**config.mk**
```make
export PLATFORM = sky130hd
export DESIGN_NAME = fetch_unit
export DESIGN_NICKNAME = d
export VERILOG_FILES = /design/src/rtl/fetch_unit_pkg.sv /design/src/rtl/fetch_unit_fifo.sv /design/src/rtl/fetch_unit.sv
export SDC_FILE = /design/constraint.sdc
export NUM_CORES = 1
export LEC_CHECK = 0
export CAP_MARGIN = 10
export CORE_ASPECT_RATIO = 0.8
export CORE_UTILIZATION = 55
export CTS_BUF_LIST = sky130_fd_sc_hd__clkbuf_8
export DETAILED_ROUTE_END_ITERATION = 8
export PLACE_DENSITY = 0.87
export SYNTH_ARGS = -nofsm -noshare
export SYNTH_HDL_FRONTEND = slang
export SYNTH_SLANG_ARGS = --single-unit
```
**constraint.sdc**
```tcl
create_clock -name clk -period 11.1 [get_ports clk]
set_input_delay 1.11 -clock clk [delete_from_list [all_inputs] [get_ports clk]]
set_output_delay 1.11 -clock clk [all_outputs]
set_load 0.03 [all_outputs]
```
**src/rtl/fetch_unit_pkg.sv**
```systemverilog
// Shared types and defaults for the instruction fetch front end.
package fetch_unit_pkg;

  localparam int                DEF_X_LENGTH    = 32;
  localparam logic [31:0]       DEF_RESET_PC    = 32'h0000_0000;
  localparam int                DEF_FIFO_DEPTH  = 2;
  localparam logic [31:0]       INST_ALIGN_MASK = 32'hFFFF_FFFC;

  typedef enum logic [1:0] {
    S_BOOT  = 2'd0,
    S_RUN   = 2'd1,
    S_DRAIN = 2'd2
  } fetch_state_e;

  function automatic logic is_misaligned(input logic [1:0] low_bits);
    return low_bits != 2'b00;
  endfunction

endpackage

```
**src/rtl/fetch_unit_fifo.sv**
```systemverilog
// Instruction buffer: PC tags are allocated at request accept, data is filled
// at response in the same order, and the head is read by decode.
module fetch_fifo
  import fetch_unit_pkg::*;
#(
  parameter int X_LENGTH = DEF_X_LENGTH,
  parameter int DEPTH    = DEF_FIFO_DEPTH
) (
  input  logic                           clk,
  input  logic                           rst_n,
  input  logic                           flush,
  input  logic                           alloc,
  input  logic [X_LENGTH-1:0]            alloc_pc,
  input  logic                           fill,
  input  logic [31:0]                    fill_data,
  input  logic                           pop,
  output logic [X_LENGTH-1:0]            head_pc,
  output logic [31:0]                    head_data,
  output logic                           empty,
  output logic [$clog2(DEPTH):0]         count
);

  localparam int PTR_W = $clog2(DEPTH);
  localparam int CNT_W = PTR_W + 1;
  localparam logic [CNT_W-1:0] ONE_CNT = {{(CNT_W-1){1'b0}}, 1'b1};
  localparam logic [PTR_W-1:0] ONE_PTR = {{(PTR_W-1){1'b0}}, 1'b1};

  logic [X_LENGTH-1:0] tag_mem_r  [DEPTH];
  logic [31:0]         data_mem_r [DEPTH];
  logic [PTR_W-1:0]    alloc_ptr_r;
  logic [CNT_W-1:0]    fill_ptr_r;
  logic [CNT_W-1:0]    rd_ptr_r;

  // Pointer update; flush discards every tag and buffered word at once.
  always_ff @(posedge clk) begin
    if (!rst_n || flush) begin
      alloc_ptr_r <= {PTR_W{1'b0}};
      fill_ptr_r  <= {CNT_W{1'b0}};
      rd_ptr_r    <= {CNT_W{1'b0}};
    end else begin
      if (alloc) alloc_ptr_r <= alloc_ptr_r + ONE_PTR;
      if (fill)  fill_ptr_r  <= fill_ptr_r + ONE_CNT;
      if (pop)   rd_ptr_r    <= rd_ptr_r + ONE_CNT;
    end
  end

  // Storage writes; contents need no reset since the pointers gate visibility.
  always_ff @(posedge clk) begin
    if (alloc) tag_mem_r[alloc_ptr_r]          <= alloc_pc;
    if (fill)  data_mem_r[fill_ptr_r[PTR_W-1:0]] <= fill_data;
  end

  assign count     = fill_ptr_r - rd_ptr_r;
  assign empty     = (count == {CNT_W{1'b0}});
  assign head_pc   = tag_mem_r[rd_ptr_r[PTR_W-1:0]];
  assign head_data = data_mem_r[rd_ptr_r[PTR_W-1:0]];

endmodule

```
**src/rtl/fetch_unit.sv**
```systemverilog
// Fetch front end: PC register, credit-limited memory requests, wrong-path
// response dropping after redirect, and the decode-side valid/ready output.
module fetch_unit
  import fetch_unit_pkg::*;
#(
  parameter int                  X_LENGTH   = DEF_X_LENGTH,
  parameter logic [X_LENGTH-1:0] RESET_PC   = DEF_RESET_PC,
  parameter int                  FIFO_DEPTH = DEF_FIFO_DEPTH
) (
  input  logic                clk,
  input  logic                rst_n,
  input  logic                redirect_valid,
  input  logic [X_LENGTH-1:0] redirect_pc,
  output logic                imem_req_valid,
  input  logic                imem_req_ready,
  output logic [X_LENGTH-1:0] imem_req_addr,
  input  logic                imem_resp_valid,
  input  logic [31:0]         imem_resp_data,
  output logic                inst_valid,
  input  logic                inst_ready,
  output logic [X_LENGTH-1:0] inst_pc,
  output logic [31:0]         inst_data,
  output logic                fetch_misalign
);

  localparam int CNT_W = $clog2(FIFO_DEPTH) + 1;
  localparam logic [CNT_W-1:0]    ZERO_CNT  = {CNT_W{1'b0}};
  localparam logic [CNT_W-1:0]    ONE_CNT   = {{(CNT_W-1){1'b0}}, 1'b1};
  localparam logic [CNT_W:0]      DEPTH_CNT = FIFO_DEPTH[CNT_W:0];
  localparam logic [X_LENGTH-1:0] PC_STEP   = X_LENGTH'(4);

  fetch_state_e        state_r, state_s;
  logic [X_LENGTH-1:0] fetch_pc_r, fetch_pc_s;
  logic [CNT_W-1:0]    outstanding_r, outstanding_s;
  logic [CNT_W-1:0]    drop_cnt_r, drop_cnt_s;
  logic [CNT_W-1:0]    fifo_count_s;
  logic [CNT_W:0]      in_use_s;
  logic                fifo_empty_s;
  logic                accept_s, fill_s, pop_s;
  logic                misalign_r;

  // Dropped-but-pending responses still occupy credit, so the buffer never overflows.
  assign in_use_s       = {1'b0, outstanding_r} + {1'b0, fifo_count_s};
  assign imem_req_valid = rst_n && (state_r != S_BOOT) && !redirect_valid
                          && (in_use_s < DEPTH_CNT);
  assign imem_req_addr  = fetch_pc_r;
  assign accept_s       = imem_req_valid && imem_req_ready;
  assign inst_valid     = rst_n && !fifo_empty_s && !redirect_valid;
  assign pop_s          = inst_valid && inst_ready;
  assign fill_s         = imem_resp_valid && (drop_cnt_r == ZERO_CNT) && !redirect_valid;
  assign fetch_misalign = misalign_r;

  fetch_fifo #(
    .X_LENGTH (X_LENGTH),
    .DEPTH    (FIFO_DEPTH)
  ) u_fifo (
    .clk       (clk),
    .rst_n     (rst_n),
    .flush     (redirect_valid),
    .alloc     (accept_s),
    .alloc_pc  (fetch_pc_r),
    .fill      (fill_s),
    .fill_data (imem_resp_data),
    .pop       (pop_s),
    .head_pc   (inst_pc),
    .head_data (inst_data),
    .empty     (fifo_empty_s),
    .count     (fifo_count_s)
  );

  // Next PC, in-flight and drop counters, and FSM transition.
  always_comb begin
    state_s       = state_r;
    fetch_pc_s    = fetch_pc_r;
    outstanding_s = outstanding_r;
    drop_cnt_s    = drop_cnt_r;

    case ({accept_s, imem_resp_valid})
      2'b10:   outstanding_s = outstanding_r + ONE_CNT;
      2'b01:   outstanding_s = outstanding_r - ONE_CNT;
      default: outstanding_s = outstanding_r;
    endcase

    if (redirect_valid) begin
      fetch_pc_s = {redirect_pc[X_LENGTH-1:2], 2'b00};
      drop_cnt_s = outstanding_s;
    end else begin
      if (accept_s) begin
        fetch_pc_s = fetch_pc_r + PC_STEP;
      end else begin
        fetch_pc_s = fetch_pc_r;
      end
      if (imem_resp_valid && (drop_cnt_r != ZERO_CNT)) begin
        drop_cnt_s = drop_cnt_r - ONE_CNT;
      end else begin
        drop_cnt_s = drop_cnt_r;
      end
    end

    case (state_r)
      S_BOOT:         state_s = S_RUN;
      S_RUN, S_DRAIN: state_s = (drop_cnt_s != ZERO_CNT) ? S_DRAIN : S_RUN;
      default:        state_s = S_BOOT;
    endcase
  end

  // State registers with synchronous active-low reset.
  always_ff @(posedge clk) begin
    if (!rst_n) begin
      state_r       <= S_BOOT;
      fetch_pc_r    <= RESET_PC;
      outstanding_r <= ZERO_CNT;
      drop_cnt_r    <= ZERO_CNT;
      misalign_r    <= 1'b0;
    end else begin
      state_r       <= state_s;
      fetch_pc_r    <= fetch_pc_s;
      outstanding_r <= outstanding_s;
      drop_cnt_r    <= drop_cnt_s;
      misalign_r    <= redirect_valid && is_misaligned(redirect_pc[1:0]);
    end
  end

endmodule

```
# [Word level (Yosys, flattened, before mapping)]
# Memory sizes are Yosys's and may differ from the RTL's. A register that Yosys moved wholly into a read port is not among the register bits.
# Index checks and enable logic that the tools add are counted.
# W data, S select, Z words.
[word_totals] input_bits=70 ff_bits=44 mem_count=2 output_inout_bits=99 mem_bits_rw=128
[mem_list] memory="u_fifo.data_mem_r" words=2 word_bits=32 rd=1 rd_clocked_by_memory_dff=1 write_ports=1 line_no="fetch_unit_fifo.sv:29" rtl="logic [31:0] data_mem_r [DEPTH];"
[mem_list] memory="u_fifo.tag_mem_r" words=2 word_bits=32 rd=1 rd_clocked_by_memory_dff=1 write_ports=1 line_no="fetch_unit_fifo.sv:28" rtl="logic [X_LENGTH-1:0] tag_mem_r [DEPTH];"
[op_classes] n_mux=15 n_addsub=9 n_eq_ne=4 reduce_logical=25 bitwise_logic=1 order_cmp=1
[op_table] cell="$mux W32" count=2
[op_table] cell="$add A32 B3 Y32 const B" count=1
[op_table] cell="$logic_and A1 B1 Y1" count=11
[op_table] cell="$reduce_bool A2 Y1" count=5
[op_table] cell="$mux W1" count=8
[op_table] cell="$pmux W2 S2" count=2
[op_table] cell="$add A2 B1 Y2 const B" count=3
[op_table] cell="$logic_not A2 Y1" count=3
[op_table] cell="$mux W2" count=3
[op_table] cell="$eq A2 B1 Y1 const B" count=2
[op_table] cell="$eq A2 B2 Y1 const B" count=2
[op_table] cell="$reduce_or A2 Y1" count=2
[op_table] cell="$sub A2 B1 Y2 const B" count=2
[op_table] cell="$add A2 B2 Y3" count=1
[op_table] cell="$logic_not A1 Y1" count=3
[op_table] cell="$lt A3 B2 Y1 const B" count=1
[op_table] cell="$sub A2 B2 Y2" count=1
[op_table] cell="$add A1 B1 Y1 const B" count=1
[op_table] cell="$logic_or A1 B1 Y1" count=1
[op_table] cell="$not A1 Y1" count=1

# [Depth between registers and ports, before layout]
[logic_depth] word_depth=11 mapped_depth=15

# [Modules after synthesis]
# From an unflattened synthesis, not the netlist that was laid out.
[unflattened] hier_cells=508 hier_area_um2=7439.6
[by_module_without_submodules] module="fetch_fifo" area_each_um2=5216.3 cells_per_inst=231 n_inst=1 seq_area_each_um2=3963.8
[by_module_without_submodules] module="fetch_unit" area_each_um2=2223.4 cells_per_inst=277 n_inst=1 seq_area_each_um2=740.7

# [Worst setup path after synthesis]
# No wires, ideal clock.
[synth_timing] path_type="input-to-reg" start="input redirect_valid" end="memory u_fifo.data_mem_r[0][0], enable pin" path_stages=3 t_arrival_ps=3748 required_ps=10639 path_slack_ps=6891 cell_sequence="clkbuf_1 > clkbuf_1 > nor3_1"
[synth_between] elab_chain_len=4
[synth_lines] item="start, declared" line_no="fetch_unit.sv:12" rtl="input logic redirect_valid,"
[synth_lines] item="$logic_not A1 Y1" line_no="fetch_unit.sv:50" rtl="assign fill_s = imem_resp_valid && (drop_cnt_r == ZERO_CNT) && !redirect_valid;"
[synth_lines] item="$logic_and A1 B1 Y1" line_no="fetch_unit.sv:50"
[synth_lines] item="$mux W1" line_no="fetch_unit_fifo.sv:50" rtl="if (fill) data_mem_r[fill_ptr_r[PTR_W-1:0]] <= fill_data;"
[synth_lines] item="$mux W1 (not written as such)" line_no="fetch_unit_fifo.sv:50"
[synth_lines] item="end, declared" line_no="fetch_unit_fifo.sv:29"
# No other way between the ends.

# [Worst setup path after layout]
[layout_timing] start="input rst_n" end="output imem_req_valid"
[layout_between] elab_chain_len=3
[layout_lines] item="start, declared" line_no="fetch_unit.sv:11" rtl="input logic rst_n,"
[layout_lines] item="$logic_and A1 B1 Y1 (2 in a row)" line_no="fetch_unit.sv:44" rtl="assign imem_req_valid = rst_n && (state_r != S_BOOT) && !redirect_valid"
[layout_lines] item="$logic_and A1 B1 Y1" line_no="fetch_unit.sv:45" rtl="&& (in_use_s < DEPTH_CNT);"
[layout_lines] item="end, declared" line_no="fetch_unit.sv:14" rtl="output logic imem_req_valid,"
# No other way between the ends.

==> impl_metrics.csv <==
group,metric,value,unit
die,die_x,128,um
synth,synth_top_flop_cell,"edfxtp_1",
setup_path,cp-start-kind,"input pin",
drt,first_pass_iters,8,
synth,synth.area.top_cells,"edfxtp_1, dfxtp_1, mux2_2, xnor2_1, nand2_1",
synth,ys_types,50,
timing,fmax,228,MHz
clocking,cts_tree,"done",
setup_path,slowest_stage,"clkdlybuf4s50_1",
die,floorplan.initialDensity,56.8,%
die,dieArea,13100,um2
drt,vias,4656,
die,die_y,103,um
timing,post-route-period-util,39.6,%
drt,wl_per_cell,18.6,um
drt,drtAntennaViolNets,0,
setup_path,path_max_fanout,15,
die,core,12300,um2
clocking,clkLatencyLatePin,0.45,ns
grt,grt_max_degree,63,
timing,grt_setup_unrepaired,"false",
grt,overflow,0,
clocking,htree_num_levels,4,
timing,finalHoldViolCount,0,
timing,fin_skew,0.00947,ns
grt,grt_first_pass_wirelength,23700,um
setup_path,r2r-start,"u_fifo.fill_ptr_r[0]",
clocking,cts-buffers-inserted,17,
cells_and_area,fin_area,9140,um2
clocking,clkTransAtPathRegs,0.08,ns
grt,track_usage,24.3,%
clocking,clockBufferDepth,2,
drt,wirelength,15700,um
synth,synth.largest_area_cell,"edfxtp_1",
clocking,cts-resized-gates,0,
pwr,ir_drop,0.139,mV
place,dpl.hpwl,10400,um
setup_path,crit_type,"in -> out",
die,rows,36,
synth,synthCells,494,
setup_path,crit_arrival,3.28,ns
grt,grt_pass1_vias,4619,
synth,ys_seq_area_share,65.9,%
synth,synth_area,6960,um2
cells_and_area,area_growth,31.3,%
synth,ys_ff_latch,167,
place,dp.cells,811,
setup_path,critPathTopFamily,"buffers and inverters",
clocking,hold_buffers,0,
setup_path,path_buf_inv,2,
synth,synth_edf_count,124,
die,io_pins,169,
cells_and_area,final_cells,843,
hold_path,hold_class,"reg -> reg",
pwr,cellPowerDensity,147,nW/um2
drt,drtIter0Drc,334,
timing,slew_headroom,30.1,%
timing,tightest_slew,1.04,ns
setup_path,crit_path_frequent_cell,"clkdlybuf4s50_1",
timing,slew_viol_final,0,
setup_path,critPathLaunch,"rst_n",
setup_path,crit_path_end_kind,"output pin",
place,placed_area,8750,um2
timing,tns,0,ns
hold_path,worstHoldStart,"u_fifo.alloc_ptr_r",
clocking,cts-root-buf,"clkbuf_8",
cells_and_area,drive_gt1_share,17.3,%
synth,synthArstFlopShare,0,%
flow_run,maxCapViolations,0,
grt,antenna_found_initial,0,
status,status,"completed",
drt,route.detailed.drc,0,
place,port_buffers,164,
cells_and_area,final_nets,736,
place,place.gp.congestion,0.795,
setup_path,cp_cell_sequence,"clkdlybuf4s50_1, nand2b_1, nor3_1, clkdlybuf4s50_1",
clocking,clock-sinks,167,
clocking,post-cts-setup-buffer-count,0,
synth,synth_area_per_cell,14.1,um2
timing,setup_viol_count_final,0,
cells_and_area,antenna_cells,0,
synth,synth_top_area_share,53.5,%
pwr,p_leak,0.00302,uW
drt,via_per_inst,5.52,
setup_path,critPathRequiredTime,9.99,ns
synth,synth_warnings,0,
setup_path,cpPeakStageDelay,0.86,ns
timing,fin_crit,4.39,ns
[final timing paths]
path	to	slack [ns]	depth (start not counted)
worst max-delay path	imem_req_valid	6.71	4
worst min-delay path	u_fifo.alloc_ptr_r	0.51	2
worst max register to register	state_r[0]	6.76	12
worst min register to register	u_fifo.alloc_ptr_r	0.51	2
[layer usage]
layer	track usage [%]	wire, um	vias up
li1	-	-	2181
met5	0	0	-
met3	6.28	953	31
met1	30.8	6500	2251
met2	40.6	7880	193
met4	9.59	329	0
[Yosys cell counts (3+ instances only)]
cell type,instances
dfxtp_1,43
nand4_1,9
xor2_1,6
o22ai_1,11
buf_4,5
edfxtp_1,124
and3_1,3
nor3_1,13
nand3_1,6
xnor2_1,23
mux2_2,65
a21oi_1,17
a31oi_1,16
inv_1,10
nand2b_1,3
ha_1,6
o21ai_0,9
and4_1,4
nor2_1,17
nand2_1,33
nor4_1,4
and2_1,14
clkbuf_1,17
nor4_2,3
[flip-flops by register name, summed over array words and instances (netlist names), named ones only]
| register | cells |
|---|---|
| u_fifo.data_mem_r | 64 |
| u_fifo.tag_mem_r | 60 |
| imem_req_addr | 30 |
| drop_cnt_r | 2 |
| outstanding_r | 2 |
| state_r | 2 |
| u_fifo.fill_ptr_r | 2 |
| u_fifo.rd_ptr_r | 2 |
| fetch_misalign | 1 |
| u_fifo.alloc_ptr_r | 1 |
[power by group]
group          total (uW)  leakage [uW]  switching (uW)  internal (uW)
Clock                 414      0.000189             223            191
Combinational         207       0.00134             113           93.8
Sequential            721       0.00149            22.3            699
[through the flow]
step                      power [uW]  utilization (%)  hold WS (ns)  setup WS [ns]
after floorplan                  850                -         0.443           6.89
after global placement           933             71.4         0.489           6.83
after detailed placement         940             71.4         0.496           6.73
after CTS                       1350             74.6         0.508           6.71
after global routing            1390             74.6         0.539           6.43
final                           1340             74.6         0.508           6.71
[layout make-up]
class	count	area (um2)
timing repair buffer	168	1670
sequential	167	4590
inverter	12	45.0
fill	773	3120
multi-input combinational	293	2240
clock inverter	13	120
tap	171	214
clock buffer	19	262
[tightest hold or removal path: stages, from the launching register on]
cell     delay (ns)
dfxtp_1        0.35
nand2_1        0.07
a21oi_1        0.05
[layout by cell type, fill, tap and decap left out, types with 3 or more instances in the layout]
master           netlist  layout
a21oi_1               17      17
a31oi_1               16      16
and2_1                14      14
and3_1                 3       3
and4_1                 4       4
buf_4                  5       4
clkbuf_8               0      19
clkdlybuf4s50_1        0     164
clkinv_2               0       3
clkinvlp_4             0       3
conb_1                 1       4
dfxtp_1               43      42
edfxtp_1             124     124
ha_1                   6       6
inv_1                 10      10
inv_6                  0       4
mux2_2                65      65
nand2_1               33      33
nand2b_1               3       3
nand3_1                6       6
nand4_1                9       9
nor2_1                17      15
nor3_1                13      11
nor4_1                 4       4
nor4_2                 3       3
o21ai_0                9       9
o22ai_1               11      11
xnor2_1               23      23
xor2_1                 6       6
[kinds of logic (layout without fill, tap and decap cells)]
kind of cell	count (synthesis)	after routing	synth area share [%]
DFF	167	167	65.9
and+or+nand+nor	123	123	10.3
muxes	66	66	10.7
AOI/OAI and AO/OA	64	64	5.59
buffers and inverters	37	212	2.50
xor gates and xnor gates	29	29	3.65
adders and majority gates	7	7	1.37
other	1	4	0.0539
Power figures use the tool's default switching activity.
